<file path="src/rtl/sm_credit_ctrl_pkg.sv">
// Shared definitions for the credit/payout sequencer: reel symbol codes,
// payout amounts and the one-hot controller state encoding.
package sm_credit_ctrl_pkg;

  typedef enum logic [3:0] {
    SymBlank     = 4'd0,
    SymCherry    = 4'd1,
    SymBlueberry = 4'd2,
    SymBanana    = 4'd3,
    SymGrape     = 4'd4,
    SymOrange    = 4'd5,
    SymLime      = 4'd6
  } symbol_e;

  localparam logic [3:0] SymMaxCode = 4'd6;

  localparam logic [15:0] PayCherry3    = 16'd5000;
  localparam logic [15:0] PayBlueberry3 = 16'd1000;
  localparam logic [15:0] PayBanana3    = 16'd500;
  localparam logic [15:0] PayGrape3     = 16'd100;
  localparam logic [15:0] PayOrange3    = 16'd25;
  localparam logic [15:0] PayLime3      = 16'd10;
  localparam logic [15:0] PayCherry2    = 16'd50;
  localparam logic [15:0] PayCherry1    = 16'd5;
  localparam logic [15:0] PayAnyThree   = 16'd1;

  typedef enum logic [6:0] {
    StInit     = 7'b000_0001,
    StIdle     = 7'b000_0010,
    StWait     = 7'b000_0100,
    StPayout   = 7'b000_1000,
    StRefund   = 7'b001_0000,
    StBcdStart = 7'b010_0000,
    StBcdWait  = 7'b100_0000
  } state_e;

  // Unknown codes behave exactly like an empty reel position.
  function automatic symbol_e sanitize_sym(logic [3:0] code);
    return (code > SymMaxCode) ? SymBlank : symbol_e'(code);
  endfunction

endpackage

</file>
<file path="src/rtl/sm_credit_ctrl_if.sv">
// Handshake bundle between the credit sequencer (slave) and its environment:
// lever, reel engine, BCD converter and display (master).
interface sm_credit_ctrl_if;

  logic        spin_req;
  logic        spin_grant;
  logic        result_valid;
  logic [11:0] symbols;
  logic        bcd_start;
  logic [15:0] bcd_bin;
  logic        bcd_done;
  logic [15:0] bcd_dat;
  logic [15:0] balance;
  logic [15:0] bal_bcd;
  logic [15:0] last_payout;
  logic        busy;
  logic        no_credit;

  modport master (
    output spin_req, result_valid, symbols, bcd_done, bcd_dat,
    input  spin_grant, bcd_start, bcd_bin, balance, bal_bcd, last_payout, busy, no_credit
  );

  modport slave (
    input  spin_req, result_valid, symbols, bcd_done, bcd_dat,
    output spin_grant, bcd_start, bcd_bin, balance, bal_bcd, last_payout, busy, no_credit
  );

endinterface

</file>
<file path="src/rtl/sm_payout_lut.sv">
// Combinational payout table: {reel2, reel1, reel0} symbols to credits won.
// Rows are prioritised top-down; the first matching row sets the payout.
module sm_payout_lut
  import sm_credit_ctrl_pkg::*;
(
  input  logic [11:0] symbols_i,
  output logic [15:0] payout_o
);

  symbol_e    r0, r1, r2;
  logic [1:0] n_cherry;
  logic       all_same;
  logic       none_blank;

  always_comb begin
    r0         = sanitize_sym(symbols_i[3:0]);
    r1         = sanitize_sym(symbols_i[7:4]);
    r2         = sanitize_sym(symbols_i[11:8]);
    n_cherry   = {1'b0, r0 == SymCherry} + {1'b0, r1 == SymCherry} + {1'b0, r2 == SymCherry};
    all_same   = (r0 == r1) && (r1 == r2);
    none_blank = (r0 != SymBlank) && (r1 != SymBlank) && (r2 != SymBlank);
    payout_o   = '0;

    if (all_same && none_blank) begin
      unique case (r0)
        SymCherry:    payout_o = PayCherry3;
        SymBlueberry: payout_o = PayBlueberry3;
        SymBanana:    payout_o = PayBanana3;
        SymGrape:     payout_o = PayGrape3;
        SymOrange:    payout_o = PayOrange3;
        SymLime:      payout_o = PayLime3;
        default:      payout_o = '0;
      endcase
    end else if (n_cherry >= 2'd2) begin
      payout_o = PayCherry2;
    end else if (n_cherry == 2'd1) begin
      payout_o = PayCherry1;
    end else if (none_blank) begin
      payout_o = PayAnyThree;
    end
  end

endmodule

</file>
<file path="src/rtl/sm_credit_ctrl.sv">
// Credit and payout sequencer: debits a bet, grants the spin, applies the payout
// table and requests one BCD conversion per balance update.
// Optional SM_CREDIT_FREE_PLAY_EN: no debit/refund, spins always granted.
module sm_credit_ctrl
  import sm_credit_ctrl_pkg::*;
#(
  parameter int unsigned INIT_BALANCE   = 1000,
  parameter int unsigned BET            = 1,
  parameter int unsigned MAX_BALANCE    = 9999,
  parameter int unsigned RESULT_TIMEOUT = 1048575
) (
  input  logic          clk,
  input  logic          rst_n,
  sm_credit_ctrl_if.slave bus_io
);

  localparam int unsigned TW       = $clog2(RESULT_TIMEOUT + 1);
  localparam logic [15:0] BetW     = 16'(BET);
  localparam logic [15:0] InitBal  = 16'(INIT_BALANCE);
  localparam logic [16:0] MaxBal   = 17'(MAX_BALANCE);
  localparam logic [TW-1:0] TimeoutW = TW'(RESULT_TIMEOUT);

`ifdef SM_CREDIT_FREE_PLAY_EN
  localparam bit FreePlay = 1'b1;
`else
  localparam bit FreePlay = 1'b0;
`endif

  // Amount taken per spin and returned on a timed-out spin.
  localparam logic [15:0] Debit = FreePlay ? 16'd0 : BetW;

  state_e        state_q;
  logic [15:0]   balance_q;
  logic [15:0]   bal_bcd_q;
  logic [15:0]   last_payout_q;
  logic          spin_grant_q;
  logic          bcd_start_q;
  logic [15:0]   bcd_bin_q;
  logic [11:0]   sym_q;
  logic [TW-1:0] cnt_q;

  logic [15:0] payout;
  logic [15:0] add_amt;
  logic [16:0] sum;
  logic [15:0] credit_bal;
  logic        can_spin;

  sm_payout_lut u_payout_lut (
    .symbols_i (sym_q),
    .payout_o  (payout)
  );

  always_comb begin
    add_amt    = (state_q == StPayout) ? payout : Debit;
    sum        = {1'b0, balance_q} + {1'b0, add_amt};
    credit_bal = (sum > MaxBal) ? MaxBal[15:0] : sum[15:0];
    can_spin   = FreePlay || (balance_q >= BetW);
  end

  always_ff @(posedge clk) begin
    if (!rst_n) begin
      state_q       <= StInit;
      balance_q     <= InitBal;
      bal_bcd_q     <= '0;
      last_payout_q <= '0;
      spin_grant_q  <= 1'b0;
      bcd_start_q   <= 1'b0;
      bcd_bin_q     <= '0;
      sym_q         <= '0;
      cnt_q         <= '0;
    end else begin
      spin_grant_q <= 1'b0;
      bcd_start_q  <= 1'b0;
      unique case (state_q)
        StInit: begin
          bcd_start_q <= 1'b1;
          bcd_bin_q   <= balance_q;
          state_q     <= StBcdStart;
        end
        StIdle: begin
          if (bus_io.spin_req && can_spin) begin
            balance_q    <= balance_q - Debit;
            spin_grant_q <= 1'b1;
            cnt_q        <= '0;
            state_q      <= StWait;
          end
        end
        StWait: begin
          // A result arriving on the expiry cycle still counts.
          if (bus_io.result_valid) begin
            sym_q   <= bus_io.symbols;
            state_q <= StPayout;
          end else if (cnt_q == TimeoutW) begin
            state_q <= StRefund;
          end else begin
            cnt_q <= cnt_q + TW'(1);
          end
        end
        StPayout: begin
          balance_q     <= credit_bal;
          last_payout_q <= payout;
          bcd_start_q   <= 1'b1;
          bcd_bin_q     <= credit_bal;
          state_q       <= StBcdStart;
        end
        StRefund: begin
          balance_q     <= credit_bal;
          last_payout_q <= '0;
          bcd_start_q   <= 1'b1;
          bcd_bin_q     <= credit_bal;
          state_q       <= StBcdStart;
        end
        StBcdStart: begin
          state_q <= StBcdWait;
        end
        StBcdWait: begin
          if (bus_io.bcd_done) begin
            bal_bcd_q <= bus_io.bcd_dat;
            state_q   <= StIdle;
          end
        end
        default: state_q <= StInit;
      endcase
    end
  end

  assign bus_io.spin_grant  = spin_grant_q;
  assign bus_io.bcd_start   = bcd_start_q;
  assign bus_io.bcd_bin     = bcd_bin_q;
  assign bus_io.balance     = balance_q;
  assign bus_io.bal_bcd     = bal_bcd_q;
  assign bus_io.last_payout = last_payout_q;
  assign bus_io.busy        = (state_q != StIdle);
`ifdef SM_CREDIT_FREE_PLAY_EN
  assign bus_io.no_credit   = 1'b0;
`else
  assign bus_io.no_credit   = (balance_q < BetW);
`endif

endmodule

</file>
<file path="src/flat_wrapper.sv">
// flat-port wrapper written by rule: the top's interface ports become plain ports
module sm_credit_ctrl_flat import sm_credit_ctrl_pkg::*;
#(
  parameter int unsigned INIT_BALANCE   = 1000,
  parameter int unsigned BET            = 1,
  parameter int unsigned MAX_BALANCE    = 9999,
  parameter int unsigned RESULT_TIMEOUT = 1048575
)
  (clk, rst_n, bus_io_spin_req, bus_io_result_valid, bus_io_symbols, bus_io_bcd_done, bus_io_bcd_dat, bus_io_spin_grant, bus_io_bcd_start, bus_io_bcd_bin, bus_io_balance, bus_io_bal_bcd, bus_io_last_payout, bus_io_busy, bus_io_no_credit);
  sm_credit_ctrl_if bus_io_i ();
  input  logic clk;
  input  logic rst_n;
  input wire logic [$bits(bus_io_i.spin_req)-1:0] bus_io_spin_req;
  input wire logic [$bits(bus_io_i.result_valid)-1:0] bus_io_result_valid;
  input wire logic [$bits(bus_io_i.symbols)-1:0] bus_io_symbols;
  input wire logic [$bits(bus_io_i.bcd_done)-1:0] bus_io_bcd_done;
  input wire logic [$bits(bus_io_i.bcd_dat)-1:0] bus_io_bcd_dat;
  output wire logic [$bits(bus_io_i.spin_grant)-1:0] bus_io_spin_grant;
  output wire logic [$bits(bus_io_i.bcd_start)-1:0] bus_io_bcd_start;
  output wire logic [$bits(bus_io_i.bcd_bin)-1:0] bus_io_bcd_bin;
  output wire logic [$bits(bus_io_i.balance)-1:0] bus_io_balance;
  output wire logic [$bits(bus_io_i.bal_bcd)-1:0] bus_io_bal_bcd;
  output wire logic [$bits(bus_io_i.last_payout)-1:0] bus_io_last_payout;
  output wire logic [$bits(bus_io_i.busy)-1:0] bus_io_busy;
  output wire logic [$bits(bus_io_i.no_credit)-1:0] bus_io_no_credit;
  assign bus_io_i.spin_req = bus_io_spin_req;
  assign bus_io_i.result_valid = bus_io_result_valid;
  assign bus_io_i.symbols = bus_io_symbols;
  assign bus_io_i.bcd_done = bus_io_bcd_done;
  assign bus_io_i.bcd_dat = bus_io_bcd_dat;
  assign bus_io_spin_grant = bus_io_i.spin_grant;
  assign bus_io_bcd_start = bus_io_i.bcd_start;
  assign bus_io_bcd_bin = bus_io_i.bcd_bin;
  assign bus_io_balance = bus_io_i.balance;
  assign bus_io_bal_bcd = bus_io_i.bal_bcd;
  assign bus_io_last_payout = bus_io_i.last_payout;
  assign bus_io_busy = bus_io_i.busy;
  assign bus_io_no_credit = bus_io_i.no_credit;
  sm_credit_ctrl #(.INIT_BALANCE(INIT_BALANCE), .BET(BET), .MAX_BALANCE(MAX_BALANCE), .RESULT_TIMEOUT(RESULT_TIMEOUT)) u_core (.clk(clk), .rst_n(rst_n), .bus_io(bus_io_i));
endmodule
</file>
<file path="config.mk">
export PLATFORM = sky130hd
export DESIGN_NAME = sm_credit_ctrl_flat
export DESIGN_NICKNAME = d
export VERILOG_FILES = /design/src/rtl/sm_credit_ctrl_pkg.sv /design/src/rtl/sm_credit_ctrl_if.sv /design/src/rtl/sm_payout_lut.sv /design/src/rtl/sm_credit_ctrl.sv /design/src/flat_wrapper.sv
export SDC_FILE = /design/constraint.sdc
export NUM_CORES = 1
export LEC_CHECK = 0
export CELL_PAD_IN_SITES_DETAIL_PLACEMENT = 0
export CELL_PAD_IN_SITES_GLOBAL_PLACEMENT = 1
export CORE_UTILIZATION = 30
export DETAILED_ROUTE_END_ITERATION = 12
export GPL_TIMING_DRIVEN = 0
export PLACE_DENSITY = 0.71
export SETUP_SLACK_MARGIN = 0.3
export SLEW_MARGIN = 30
export SYNTH_ARGS = -nofsm -noshare
export SYNTH_HDL_FRONTEND = slang
export SYNTH_SLANG_ARGS = --single-unit
export TNS_END_PERCENT = 100
</file>
<file path="constraint.sdc">
create_clock -name clk -period 5.1 [get_ports clk]
set_input_delay 1.02 -clock clk [delete_from_list [all_inputs] [get_ports clk]]
set_output_delay 1.02 -clock clk [all_outputs]
set_load 0.05 [all_outputs]
</file>
; After elaboration in Yosys (flattened, before gate mapping)
; Cells that the tools add are included.
[word_totals]
ff_bits = 105
inputBits = 33
out_inout_bits = 68
wordCells = 91
[op_classes]
add_sub_neg = 5
order_cmp = 7
eq_ne = 25
mux = 25
reduce_logical = 20
[ops]
columns = operator, n
row1 = one-hot mux 16 bit (2 select lines), 3
row2 = one-hot mux 13 bit (6 select lines), 1
row3 = 2-to-1 mux 16 bit, 4
row4 = 2-to-1 mux 20 bit, 3
row5 = one-hot mux 20 bit (2 select lines), 1
row6 = one-hot mux 7 bit (5 select lines), 1
row7 = 2-to-1 mux 7 bit, 4
row8 = adder 20 x 1 -> 20 bit (second input constant), 1
row9 = == test 20 bit (second input constant), 1
row10 = adder 16 x 16 -> 17 bit, 1
row11 = > comparator 17 x 14 -> 1 bit (second input constant), 1
row12 = greater-or-equal comparator 16 x 1 -> 1 bit (second input constant), 1
row13 = < comparator 16 x 1 -> 1 bit (second input constant), 1
row14 = subtractor 16 x 1 -> 16 bit (second input constant), 1
row15 = == test 4 x 1 -> 1 bit (second input constant), 3
row16 = == test 4 x 3 -> 1 bit (second input constant), 3
row17 = > comparator 4 x 3 -> 1 bit (second input constant), 3
row18 = 2-to-1 mux 4 bit, 3
row19 = nonzero test 4 bit, 3
row20 = == test 4 x 2 -> 1 bit (second input constant), 2
row21 = == test 4 bit, 2
row22 = AND reduction 2 bit, 4
row23 = nonzero test 2 bit, 4
row24 = == test 7 x 1 -> 1 bit (second input constant), 1
row25 = 22 further kinds, 30

; Longest topological paths before layout
[logic_depth]
ltp_word = 14
depth_mapped = 20
depth_no_buf = 18

; By module
; Synthesis repeated with hierarchy kept, for this count alone.
[unflattened]
hier_cells = 729
hier_area_um2 = 5923.2
[by_module_without_submodules]
columns = mod, n_inst, cells_per_inst, area_per_inst_um2
row1 = sm_credit_ctrl, 1, 652, 5381.4
row2 = sm_payout_lut, 1, 77, 541.8

; Worst setup path after synthesis
; Ideal clock, no wire load.
[synth_timing]
path_kind = register -> register
from = reg u_core.sym_q[9]
to = reg u_core.balance_q[2], in the netlist u_core.bus_io.balance[2]
setup_time_ps = 125
arrival_time_ps = 4168
slack_ps = 807
path_stages_with_launch = 20
period_less_slack_ps = 4293
path_cell_list = dfxtp_1 a31oi_2 and4_1 mux2i_1 or4_1 clkbuf_1 nand2_1 o31a_1 nand2_1 ha_1 fa_1 a21o_1 a221oi_2 o31ai_2 and3_1 a2111oi_4 o211ai_2 buf_6 o2111ai_1 nand3_1
[synth_between]
elab_chain_len = 13
elab_cells_between_ends = 20
classes_between = add/sub: 2 / order compare: 3 / eq/ne: 3 / mux: 8 / reduce/logical: 4
[synth_rtl]
columns = element, line
row1 = "start, declared", sm_credit_ctrl.sv:39  ; logic [11:0] sym_q;
row2 = "start signal, assigned", sm_credit_ctrl.sv:91  ; sym_q <= bus_io.symbols;
row3 = > comparator 4 x 3 -> 1 bit, sm_credit_ctrl_pkg.sv:39  ; return (code > SymMaxCode) ? SymBlank : symbol_e'(code);
row4 = 2-to-1 mux 4 bit *, sm_credit_ctrl_pkg.sv:39
row5 = == test 4 x 1 -> 1 bit or nonzero test 4 bit (tied branches), "sm_payout_lut.sv:19, sm_payout_lut.sv:21"
row6 = adder 2 x 1 -> 2 bit or logical AND 1 bit (tied branches), "sm_payout_lut.sv:19, sm_payout_lut.sv:21"
row7 = == test 2 x 1 -> 1 bit or 2-to-1 mux 1 bit (tied branches), "sm_payout_lut.sv:36, sm_payout_lut.sv:38"
row8 = 2-to-1 mux 3 bit, sm_payout_lut.sv:36  ; end else if (n_cherry == 2'd1) begin
row9 = 2-to-1 mux 6 bit, sm_payout_lut.sv:34  ; end else if (n_cherry >= 2'd2) begin
row10 = 2-to-1 mux 16 bit *, sm_payout_lut.sv:24  ; if (all_same && none_blank) begin
row11 = 2-to-1 mux 16 bit *, sm_credit_ctrl.sv:54  ; add_amt = (state_q == StPayout) ? payout : Debit;
row12 = adder 16 x 16 -> 17 bit *, sm_credit_ctrl.sv:55  ; sum = {1'b0, balance_q} + {1'b0, add_amt};
row13 = > comparator 17 x 14 -> 1 bit, sm_credit_ctrl.sv:56  ; credit_bal = (sum > MaxBal) ? MaxBal[15:0] : sum[15:0];
row14 = 2-to-1 mux 16 bit *, sm_credit_ctrl.sv:56
row15 = one-hot mux 16 bit (2 select lines) *, sm_credit_ctrl.sv:74  ; unique case (state_q)
row16 = "end signal, assigned", sm_credit_ctrl.sv:63  ; balance_q <= InitBal;
row17 = "end signal, assigned", sm_credit_ctrl.sv:82  ; balance_q <= balance_q - Debit;
row18 = "end signal, assigned", sm_credit_ctrl.sv:100  ; balance_q <= credit_bal;
row19 = "end, declared", sm_credit_ctrl.sv:33  ; logic [15:0] balance_q;
; Mark *: on every way between the ends. The rest lies on a longest branch, timed or not.
; A chain may end at the register's enable or synchronous reset.

; Worst setup path after layout
[layout_timing]
from = reg u_core.sym_q[5]
to = reg u_core.balance_q[11], in the netlist u_core.bus_io.balance[11]
[layout_between]
elab_chain_len = 14
elab_cells_between_ends = 23
classes_between = add/sub: 3 / order compare: 3 / eq/ne: 4 / mux: 8 / reduce/logical: 5
[layout_rtl]
columns = element, line
row1 = > comparator 4 x 3 -> 1 bit, sm_credit_ctrl_pkg.sv:39
row2 = 2-to-1 mux 4 bit *, sm_credit_ctrl_pkg.sv:39
row3 = == test 4 x 1 -> 1 bit or nonzero test 4 bit (tied branches), "sm_payout_lut.sv:19, sm_payout_lut.sv:21"
row4 = adder 1 x 1 -> 2 bit or logical AND 1 bit (tied branches), "sm_payout_lut.sv:19, sm_payout_lut.sv:21"
row5 = adder 2 x 1 -> 2 bit or logical AND 1 bit (tied branches), "sm_payout_lut.sv:19, sm_payout_lut.sv:21"
row6 = == test 2 x 1 -> 1 bit or 2-to-1 mux 1 bit (tied branches), "sm_payout_lut.sv:36, sm_payout_lut.sv:38"
row7 = 2-to-1 mux 3 bit, sm_payout_lut.sv:36
row8 = 2-to-1 mux 6 bit, sm_payout_lut.sv:34
row9 = 2-to-1 mux 16 bit *, sm_payout_lut.sv:24
row10 = 2-to-1 mux 16 bit *, sm_credit_ctrl.sv:54
row11 = adder 16 x 16 -> 17 bit *, sm_credit_ctrl.sv:55
row12 = > comparator 17 x 14 -> 1 bit, sm_credit_ctrl.sv:56
row13 = 2-to-1 mux 16 bit *, sm_credit_ctrl.sv:56
row14 = one-hot mux 16 bit (2 select lines) *, sm_credit_ctrl.sv:74
; Marks and branches as above.

==> run_results.csv <==
group,metric,value,unit
run_status,status,"finished, final reports clean",
critical_path,critPathCaptureType,"flop",
global_routing,grt_first_pass_wirelength,25400,microns
synth,count_of_different_cell_masters_after_synthesis,75,
finish,fillCellCount,1883,
clock_network,clockRootBuffer,"clkbuf_16",
power,worst_voltage_drop_across_the_vdd_grid,0.000155,V
sta,fin_worst_hold_slack,0.457,ns
sta,finalHoldViolCount,0,
synth,share_of_async_settable_or_async_resettable_flops_after_synthesis,0,%
synth,synth_seq_area_share,36.1,%
clock_network,cts_tree,"done",
global_routing,gr-total-overflow,0,
critical_path,number_of_cell_instances_on_the_worst_register_to_register_path,19,
sta,setup_violations,0,
power,power.combinational.fraction,12.5,%
detailed_routing,avgRoutedWirePerCell,16.0,microns
sta,post-route-min-period,4.57,ns
critical_path,cp_num_buf_inv,2,
detailed_routing,dr.pass1.iters,4,
critical_path,cp_cell_sequence,"a31oi_4 -> and4_1 -> mux2i_2 -> or4_1 -> buf_2 -> nand2_1 -> o31a_1 -> nand2_2 -> ha_4 -> fa_2 -> a21o_1 -> a221oi_4 -> o31ai_4 -> and3_4 -> a2111oi_4 -> o211ai_2 -> buf_4 -> o21bai_2 -> a21oi_1",
critical_path,timing.critical_path.fanout_max,7,
run,drv_cap,0,
synth,synth_flop_cell,"dfxtp_1",
global_routing,antenna_found_initial,0,
power,power.internal,1.20,mW
finish,final_layout_size_suffix_gt1_share,10.7,%
global_routing,grt_pass1_vias,4802,
clock_network,maximum_count_of_clock_buffers_along_a_single_path,2,
detailed_routing,first_iter_violations,240,
synth,cell_area_after_synthesis,5490,sq um
power,netSwitchingFraction,27.4,%
power,seq_power_share,48.6,%
placement,number_of_buffers_inserted_by_port_buffering,94,
critical_path,regToRegEndpoint,"u_core.bus_io.balance[11]",
placement,gpl.final_weighted_congestion,0.824,
synth,share_of_the_synthesized_area_in_the_top_cell_type,36.1,%
detailed_routing,detail_route.drc_violations,0,
finish,postLayoutCellArea,7200,sq um
floorplan,floorplan.io_pins,101,
critical_path,rrSetupSlack,0.53,ns
detailed_routing,totalWireLength,16300,microns
floorplan,core_region_area,18000,sq um
critical_path,cell_at_the_slowest_stage_of_the_critical_path,"or4_1",
floorplan,die_area,18800,sq um
sta,worst_clock_skew,0.0104,ns
critical_path,crit_path_start,"u_core.sym_q[5]",
global_routing,grt_start_max_net_pins,17,
power,power.leakage,2.57,nW
critical_path,cp_slowest_stage_delay,0.53,ns
floorplan,chipHeight,137,microns
synth,synth_seq_cells,99,
global_routing,grt_use_total,17.6,%
power,power_density,229,nW/um^2
sta,setup_total_negative_slack,0,ns
detailed_routing,antenna_violating_nets_post_route,0,
synth,synthDominantAreaCellType,"dfxtp_1",
sta,unrepaired_setup_endpoints_after_global_routing,"false",
detailed_routing,avgViaCountPerCell,5.05,
clock_network,number_of_buffers_created_by_cts,9,
synth,synth_warnings,0,
sta,measured_slew_at_the_worst_slew_check_pin,0.770,ns
floorplan,starting_density_of_the_core,30.5,%
critical_path,worst_ep_arrival_time,4.84,ns
finish,fin_nets,834,
critical_path,criticalPathCategory,"reg -> reg",
critical_path,reg2reg_from,"u_core.sym_q[5]",
synth,count_leader_synth,"dfxtp_1",
critical_path,setup.worst_path.end,"u_core.bus_io.balance[11]",
synth,number_of_standard_cells_after_synthesis,671,
finish,inserted_diodes,0,
synth,synth_common_cells,"99 x dfxtp_1, 86 x nor2_1, 67 x nand2_1",
sta,max_freq,0.219,GHz
synth,post_synth_main_area_contributors,"dfxtp_1 36%, a21oi_1 6.0%, nor2_1 5.9%",
clock_network,number_of_buffers_inserted_for_hold_repair_after_clock_tree_synthesis,0,
clock_network,cts_htree_levels,3,
critical_path,timing.critical_path.from_type,"flop",
sta,final.period_utilization,89.5,%
sta,finalMaxSlewViolations,0,
clock_network,clk_transition_reported_paths,0.07,ns
critical_path,timing.critical_path.required,5.37,ns
critical_path,path_delay_family,"compound AO/OA/AOI/OAI gates",
clock_network,clock_sinks,99,
sta,slew-limit-headroom,48.4,%
critical_path,logic_depth_of_the_worst_path_buffers_included,19,
floorplan,fp.dieW,137,microns
min_path,worstHoldPathType,"reg -> reg",
power,switchingPower,0.452,mW
synth,synth.avg_cell_area,8.18,sq um
clock_network,clkLatencyLatePin,0.35,ns
detailed_routing,route.vias.total,5133,
finish,flow.area_growth_from_synthesis,31.1,%
power,clockPowerShare,38.8,%
placement,detailedPlacementHpwl,12100,microns
synth,synth_enable_flop_cells,0,
floorplan,fp-row-count,49,
placement,placement.cell_area,6730,sq um
==> sequential cells by signal, indices dropped and copies added (netlist names) <==
register,count
u_core.bus_io.spin_grant,1
u_core.bus_io.bcd_start,1
u_core.bus_io.bal_bcd,16
u_core.state_q,7
u_core.bus_io.bcd_bin,16
u_core.cnt_q,20
u_core.sym_q,12
u_core.bus_io.last_payout,10
u_core.bus_io.balance,16
==> per-layer routing <==
metal / GRT usage [%] / routed length (microns) / vias up
li1: - / - / 2623
met1: 24.3 / 7650 / 2393
met2: 27.5 / 7550 / 105
met3: 3.16 / 857 / 12
met4: 5.92 / 206 / 0
met5: 0 / 0 / -
==> power by group through the flow <==
| stage | Combinational, mW | Clock, mW | Sequential (mW) |
|---|---|---|---|
| after floorplan | 0.0819 | 0 | 0.864 |
| after global placement | 0.207 | 0 | 0.821 |
| after detailed placement | 0.207 | 0 | 0.820 |
| after CTS | 0.207 | 0.659 | 0.802 |
| after global routing | 0.221 | 0.697 | 0.804 |
| final | 0.206 | 0.640 | 0.801 |
==> worst reg2reg max path, delay by kind of cell (launching register included) <==
family	cells	cell delay (ns)
AOI/OAI and AO/OA	9	2.00
adders and majority gates	2	0.55
buffers and inverters	2	0.34
and+or+nand+nor	5	1.13
muxes	1	0.10
DFF	1	0.37
==> layout by cell type, fill, tap and decap left out, drive strengths merged, types with 3 or more instances in the layout <==
cell / instances
and3: 7
nor4: 3
clkbuf: 35
o2111ai: 4
nor2: 86
nand2: 67
nor2b: 7
a22oi: 3
o221a: 3
o32ai: 3
a211oi: 12
and2: 6
o21ai: 27
a21o: 6
clkinvlp: 3
nand2b: 7
o211ai: 5
inv: 22
clkdlybuf4s50: 94
a31oi: 8
nor4b: 5
mux2i: 27
conb: 5
and4: 5
o311ai: 3
dfxtp: 99
xor2: 8
o21a: 7
xnor2: 21
or2: 3
a2111oi: 3
nand3: 16
a21oi: 67
or3: 10
nor3: 24
buf: 21
a211o: 3
nand4: 11
ha: 14
==> final cells by class <==
class,count,area [sq um],area share [%]
well taps,229,287,3.98
clock inverters,5,40.0,0.556
clock buffers,9,225,3.13
repair buffers,99,978,13.6
flip-flops and latches,99,1990,27.7
multi-input cells,514,3380,47.0
plain buffers,42,216,3.01
inverters,20,75.1,1.04
==> stage by stage <==
stage / utilization (%) / power, mW / setup slack [ns] / cells
2_1_floorplan: - / 0.946 / 0.807 / 675
3_3_place_gp: 37.5 / 1.03 / 0.257 / 998
3_5_place_dp: 37.5 / 1.03 / 0.286 / 998
4_1_cts: 39.0 / 1.67 / 0.315 / 1012
5_1_grt: 40.1 / 1.72 / 0.285 / 1017
6_report: 40.1 / 1.65 / 0.535 / 1017
==> worst min path at each step <==
stage	startpoint	to	cells after the start
floorplan	u_core.cnt_q[12]	u_core.cnt_q[12]	2
detailed placement	u_core.bus_io.bal_bcd[8]	u_core.bus_io.bal_bcd[8]	2
finish	u_core.bus_io.bal_bcd[7]	u_core.bus_io.bal_bcd[7]	2
global route	u_core.bus_io.bal_bcd[8]	u_core.bus_io.bal_bcd[8]	2
CTS	u_core.bus_io.bal_bcd[8]	u_core.bus_io.bal_bcd[8]	2
global placement	u_core.bus_io.bal_bcd[14]	u_core.bus_io.bal_bcd[14]	2
==> what timing repair did <==
item                                    in CTS  in global routing
setup buffers                                0                  5
resized for setup                            2                 42
endpoints found under the setup margin       4                 26
cloned                                       0                  0
pin swaps                                    0                 16
==> logic make-up (layout without fill, tap and decap cells) <==
| logic type | after synthesis | count (layout) | synth area share [%] |
|---|---|---|---|
| AO/OA/AOI/OAI | 170 | 170 | 21.2 |
| XOR/XNOR | 29 | 29 | 4.63 |
| adder cells (fa/ha/maj) | 16 | 16 | 3.92 |
| buffers and inverters | 62 | 175 | 5.11 |
| flip-flops | 99 | 99 | 36.1 |
| multiplexers | 27 | 27 | 4.92 |
| other | 1 | 5 | 0.0683 |
| AND/OR/NAND/NOR | 267 | 267 | 24.0 |
No activity file was read; power rests on OpenSTA's default activity.
